--- src/rtl/iguana_reg_ext_demux_pkg.sv ---
// Reg-bus request/response/rule types, the default external register map and demux FSM states.
// The default map gives each HyperBus chip its own config window starting at the reg-out base.
package iguana_reg_ext_demux_pkg;

   localparam int unsigned RegAddrWidth       = 48;
   localparam int unsigned RegDataWidth       = 32;
   localparam int unsigned HyperBusNumPhys    = 1;
   localparam int unsigned HyperBusNumChips   = 2;
   localparam int unsigned IguanaRegExtNumSlv = HyperBusNumPhys * HyperBusNumChips;

   localparam logic [RegAddrWidth-1:0] RegOutHyperBusBase = 48'h1_0000_0000;
   localparam logic [RegAddrWidth-1:0] HyperBusChipSize   = 48'h800_0000;

   typedef struct packed {
      logic [31:0]             idx;
      logic [RegAddrWidth-1:0] start_addr;
      logic [RegAddrWidth-1:0] end_addr;
   } reg_rule_t;

   typedef struct packed {
      logic [RegAddrWidth-1:0]   addr;
      logic                      write;
      logic [RegDataWidth-1:0]   wdata;
      logic [RegDataWidth/8-1:0] wstrb;
      logic                      valid;
   } reg_req_t;

   typedef struct packed {
      logic [RegDataWidth-1:0] rdata;
      logic                    error;
      logic                    ready;
   } reg_rsp_t;

   typedef reg_rule_t [IguanaRegExtNumSlv-1:0] reg_ext_map_t;

   function automatic reg_ext_map_t gen_reg_ext_map();
      reg_ext_map_t m;
      for (int unsigned i = 0; i < IguanaRegExtNumSlv; i++) begin
         m[i].idx        = i;
         m[i].start_addr = RegOutHyperBusBase + RegAddrWidth'(i) * HyperBusChipSize;
         m[i].end_addr   = m[i].start_addr + HyperBusChipSize;
      end
      return m;
   endfunction

   localparam reg_ext_map_t IguanaRegExtMap = gen_reg_ext_map();

   typedef enum logic [1:0] {
      ST_IDLE,
      ST_FWD,
      ST_RESP
   } state_e;

endpackage

--- src/rtl/iguana_reg_ext_demux.sv ---
// Rule-table demux of one reg-bus master onto NumSlv slaves through a registered cut.
// Latency: hit = 1 + slave stall + 1 cycles; miss answered 1 cycle after the request.
// Backpressure: one transaction in flight; a slave stalling TimeoutCycles is aborted with error.
module iguana_reg_ext_demux
   import iguana_reg_ext_demux_pkg::*;
#(
   parameter int unsigned NumSlv        = 2,
   parameter int unsigned NumRules      = 2,
   parameter int unsigned AddrWidth     = 48,
   parameter int unsigned DataWidth     = 32,
   parameter int unsigned TimeoutCycles = 1024,
   parameter type         reg_req_t     = iguana_reg_ext_demux_pkg::reg_req_t,
   parameter type         reg_rsp_t     = iguana_reg_ext_demux_pkg::reg_rsp_t,
   parameter type         rule_t        = iguana_reg_ext_demux_pkg::reg_rule_t
) (
   input  logic                   clk_i,
   input  logic                   rst_i,
   input  rule_t    [NumRules-1:0] addr_map_i,
   input  reg_req_t               slv_req_i,
   output reg_rsp_t               slv_rsp_o,
   output reg_req_t [NumSlv-1:0]  mst_req_o,
   input  reg_rsp_t [NumSlv-1:0]  mst_rsp_i,
   output logic                   decode_err_o,
   output logic                   timeout_o
);

   localparam int unsigned IdxW = (NumSlv > 1) ? $clog2(NumSlv) : 1;
   localparam int unsigned CntW = (TimeoutCycles > 0) ? $clog2(TimeoutCycles + 1) : 1;
   localparam logic [CntW-1:0] CntLimit = (TimeoutCycles == 0) ? '0 : CntW'(TimeoutCycles - 1);
   localparam logic [CntW-1:0] CntMax   = {CntW{1'b1}};

   state_e                 state_q, state_d;
   reg_req_t               req_q;
   logic [IdxW-1:0]        idx_q;
   logic [DataWidth-1:0]   rdata_q;
   logic                   err_q;
   logic [CntW-1:0]        cnt_q;

   logic [AddrWidth-1:0]   dec_addr;
   logic                   dec_found;
   logic                   dec_hit;
   logic [IdxW-1:0]        dec_idx;
   reg_rsp_t               sel_rsp;
   logic                   limit;

   assign dec_addr = slv_req_i.addr;
   assign sel_rsp  = mst_rsp_i[idx_q];
   assign limit    = (TimeoutCycles != 0) && (cnt_q == CntLimit);

   // First matching rule decides; an out-of-range slave index in that rule is a miss.
   always_comb begin
      dec_found = 1'b0;
      dec_hit   = 1'b0;
      dec_idx   = '0;
      for (int unsigned r = 0; r < NumRules; r++) begin
         if (!dec_found && dec_addr >= addr_map_i[r].start_addr &&
             dec_addr < addr_map_i[r].end_addr) begin
            dec_found = 1'b1;
            if (addr_map_i[r].idx < NumSlv) begin
               dec_hit = 1'b1;
               dec_idx = IdxW'(addr_map_i[r].idx);
            end
         end
      end
   end

   always_ff @(posedge clk_i) begin
      if (rst_i) state_q <= ST_IDLE;
      else       state_q <= state_d;
   end

   always_comb begin
      state_d = state_q;
      case (state_q)
         ST_IDLE: if (slv_req_i.valid) state_d = dec_hit ? ST_FWD : ST_RESP;
         ST_FWD:  if (sel_rsp.ready || limit) state_d = ST_RESP;
         ST_RESP: state_d = ST_IDLE;
         default: state_d = ST_IDLE;
      endcase
   end

   always_ff @(posedge clk_i) begin
      if (rst_i) begin
         req_q        <= '0;
         idx_q        <= '0;
         rdata_q      <= '0;
         err_q        <= 1'b0;
         cnt_q        <= '0;
         decode_err_o <= 1'b0;
         timeout_o    <= 1'b0;
      end else begin
         decode_err_o <= 1'b0;
         timeout_o    <= 1'b0;
         case (state_q)
            ST_IDLE: begin
               if (slv_req_i.valid) begin
                  req_q <= slv_req_i;
                  idx_q <= dec_idx;
                  cnt_q <= '0;
                  if (!dec_hit) begin
                     rdata_q      <= '0;
                     err_q        <= 1'b1;
                     decode_err_o <= 1'b1;
                  end
               end
            end
            ST_FWD: begin
               // A response arriving on the limit cycle still completes normally.
               if (sel_rsp.ready) begin
                  rdata_q <= req_q.write ? '0 : sel_rsp.rdata;
                  err_q   <= sel_rsp.error;
               end else if (limit) begin
                  rdata_q   <= '0;
                  err_q     <= 1'b1;
                  timeout_o <= 1'b1;
               end else if (cnt_q != CntMax) begin
                  cnt_q <= cnt_q + CntW'(1);
               end
            end
            ST_RESP: cnt_q <= '0;
            default: cnt_q <= '0;
         endcase
      end
   end

   always_comb begin
      for (int unsigned s = 0; s < NumSlv; s++) begin
         mst_req_o[s] = '0;
         if (state_q == ST_FWD && idx_q == IdxW'(s)) begin
            mst_req_o[s]       = req_q;
            mst_req_o[s].valid = 1'b1;
         end
      end
   end

   always_comb begin
      slv_rsp_o = '0;
      if (state_q == ST_RESP) begin
         slv_rsp_o.ready = 1'b1;
         slv_rsp_o.rdata = rdata_q;
         slv_rsp_o.error = err_q;
      end
   end

endmodule

--- config.mk ---
export PLATFORM = sky130hd
export DESIGN_NAME = iguana_reg_ext_demux
export DESIGN_NICKNAME = d
export VERILOG_FILES = /design/src/rtl/iguana_reg_ext_demux_pkg.sv /design/src/rtl/iguana_reg_ext_demux.sv
export SDC_FILE = /design/constraint.sdc
export NUM_CORES = 1
export LEC_CHECK = 0
export ABC_AREA = 0
export CORE_AREA = 2 2 240 242
export CTS_CLUSTER_SIZE = 28
export DETAILED_ROUTE_END_ITERATION = 10
export DIE_AREA = 0 0 242 244
export MAX_ROUTING_LAYER = met4
export PLACE_DENSITY = 0.45
export SLEW_MARGIN = 30
export SYNTH_ARGS = -nofsm -noshare
export SYNTH_HDL_FRONTEND = slang
export SYNTH_SLANG_ARGS = --single-unit
--- constraint.sdc ---
create_clock -name clk_i -period 6.35 [get_ports clk_i]
set_clock_uncertainty 0.1 [all_clocks]
set_input_delay 1.27 -clock clk_i [delete_from_list [all_inputs] [get_ports clk_i]]
set_output_delay 1.27 -clock clk_i [all_outputs]
set_load 0.02 [all_outputs]
==> results.json <==
{
  "postRouteAntennaNets": 0,
  "hold_path.class": "flop to flop",
  "drt_pre_antenna_iters": 4,
  "path_cells": "clkdlybuf4s50_1 -> ha_1 -> nand4_1 -> nor4_2 -> nand2_1 -> a211oi_1 -> a211oi_1 -> or3_1 -> a211oi_4 -> buf_4 -> o41ai_1",
  "finalWorstSetupSlack_ns": 1.07,
  "synth_edf_count": 0,
  "netlist.area_leader.share_pct": 22.9,
  "antenna_found_initial": 10,
  "clk-insertion-delay-late_ns": 0.44,
  "synth_area_leader_cell": "dfxtp_1",
  "peakVddDrop_uv": 141,
  "cts_max_path_buffers": 2,
  "grt_pass1_wl_um": 83500,
  "critPathSlowestCell": "a211oi_1",
  "syn_inst": 1597,
  "finalHoldViolCount": 0,
  "async_flop_share_pct": 0,
  "cts_tree": "yes",
  "power.total_uw": 2720,
  "die_y_um": 244,
  "crit_path_end": "rdata_q[29]$_SDFFE_PP0P_",
  "synth_most_common_cell": "inv_1",
  "r2r_start": "idx_q$_SDFFE_PP0P_",
  "cts_made_buffers": 17,
  "p_leak_uw": 0.00819,
  "status": "complete, no violations",
  "via_count": 13200,
  "synth_seq_cells": 134,
  "r2r_setup_slack_ns": 3.57,
  "cts_hold_buf": 0,
  "dieArea_sq_um": 59000,
  "end_kind": "flop",
  "grt.total_usage_pct": 19.3,
  "dp_hpwl_um": 46100,
  "rsz0062_at_grt": "no",
  "clkSinkCount": 134,
  "drc": 0,
  "nets": 2775,
  "die_w_um": 242,
  "worst_pin_slew_ns": 1.00,
  "fin_util_pct": 34.4,
  "required_ns": 6.55,
  "rr_endpoint": "err_q$_SDFFE_PP0P_",
  "fmax_mhz": 189,
  "port_buffers": 619,
  "synthFlopType": "dfxtp_1",
  "place_ws_ns": 0.553,
  "synth_commonest_cells": "inv_1, nand2_1, and2_1",
  "ctsRootBufferMaster": "clkbuf_16",
  "reg2regPathDepth": 8,
  "period_share_pct": 83.1,
  "synth_area_sq_um": 11700,
  "synthTopCellsByArea": "dfxtp_1, ha_1, and2_1, inv_1, nand2_1",
  "grt_max_degree": 87,
  "ys_warn_count": 0,
  "grt_pass1_vias": 13300,
  "clk_pin_slew_ns": 0.06,
  "syn_to_final_growth_pct": 64.7,
  "syn_area_per_cell_sq_um": 7.34,
  "holdWs_ns": 0.357,
  "tns_ns": 0,
  "cts_setup_buffers": 0,
  "cp_data_arrival_time_ns": 5.48,
  "drv_cap": 0,
  "cpMostUsedCell": "a211oi_1",
  "syn_nets": 2200,
  "grt_overflow": 0,
  "drive_gt1_share_pct": 2.70,
  "min_from": "cnt_q[10]$_SDFFE_PP0P_",
  "h-tree-depth": 4,
  "p_per_area_nw_per_um2": 141,
  "setup.worst_path.start": "slv_req_i[85]",
  "drt-initial-drc-count": 540,
  "drv_slew": 0,
  "place.gp.congestion": 0.868,
  "rows": 87,
  "relSlewSlack_pct": 33.1,
  "worst-setup-path-type": "input pin to flop",
  "wl_per_cell_um": 19.3,
  "path_max_fanout": 34,
  "wirelength_um": 57100,
  "pin_count": 620,
  "start_util_pct": 20.9,
  "fin_crit_ns": 5.28,
  "crit_path_max_incr_delay_ns": 0.67,
  "ys_types": 57,
  "ys_seq_area_share_pct": 22.9,
  "cts.repair.resized": 0,
  "crit_path_start_kind": "input pin",
  "fp.coreArea_sq_um": 56200,
  "setup_viol": 0,
  "via_per_inst": 4.46
}
worst min path at each step:
stage	endpoint	cells past startpoint
after floorplan	timeout_o$_SDFF_PP0_	1
after global placement	cnt_q[10]$_SDFFE_PP0P_	2
after detailed placement	cnt_q[10]$_SDFFE_PP0P_	2
after CTS	cnt_q[10]$_SDFFE_PP0P_	2
after global routing	req_q[45]$_SDFFE_PP0P_	2
final	cnt_q[10]$_SDFFE_PP0P_	2
metal layers:
layer	vias up	wire length, um	GRT usage, %
li1	6565	-	-
met4	0	1460	7.14
met3	58	2930	3.34
met2	395	28900	34.0
met1	6140	23800	22.0
met5	-	0	-
stage by stage:
stage / std cells / area (sq um)
2_1_floorplan: 1597 / 11700
3_3_place_gp: 2909 / 18600
3_5_place_dp: 2909 / 18600
4_1_cts: 2941 / 19300
5_1_grt: 2950 / 19300
6_report: 2951 / 19300
area by class of cell:
class	instances	area [sq um]
fill	6052	36900
multi-input combinational	1156	7860
timing repair buffer	632	6290
sequential	134	2680
tap	756	946
inverter	231	868
clock buffer	20	457
clock inverter	12	166
antenna	10	25.0
cell usage in the layout (no fill, tap or decap), drive strengths merged, types with 14 or more instances in the layout:
cell	synthesis	routed
a21oi	161	161
ha	191	191
nand4	28	28
a31oi	33	33
nor4	20	20
nand3	16	16
and2	204	204
clkbuf	66	20
clkdlybuf4s50	0	618
mux2i	34	34
nor2	71	71
inv	230	234
buf	8	14
o41ai	33	33
o21ai	35	35
nand2	224	224
dfxtp	134	134
a21o	17	17
report_power, final:
group / internal [uW] / switching, uW
Clock: 646 / 447
Sequential: 874 / 27.5
Combinational: 382 / 340
registers in the layout, summed over array words and instances (netlist names):
name / count
cnt_q: 11
decode_err_o: 1
err_q: 1
idx_q: 1
rdata_q: 32
req_q: 85
state_q: 2
timeout_o: 1
cell families after synthesis:
family	after synthesis	share of synthesized area [%]
AO/OA/AOI/OAI	324	17.1
XOR/XNOR	5	0.374
adder cells (fa/ha/maj)	191	20.4
buffers and inverters	307	10.3
flip-flops	134	22.9
multiplexers	34	2.90
AND/OR/NAND/NOR	602	26.0
critical path, delay by kind of cell:
kind | cells | cell delay (ns)
simple gates | 4 | 1.42
buf+inv | 2 | 1.06
fa+ha+maj | 1 | 0.46
compound gates | 4 | 1.23
Note: power is estimated with default switching activity, not from simulation.
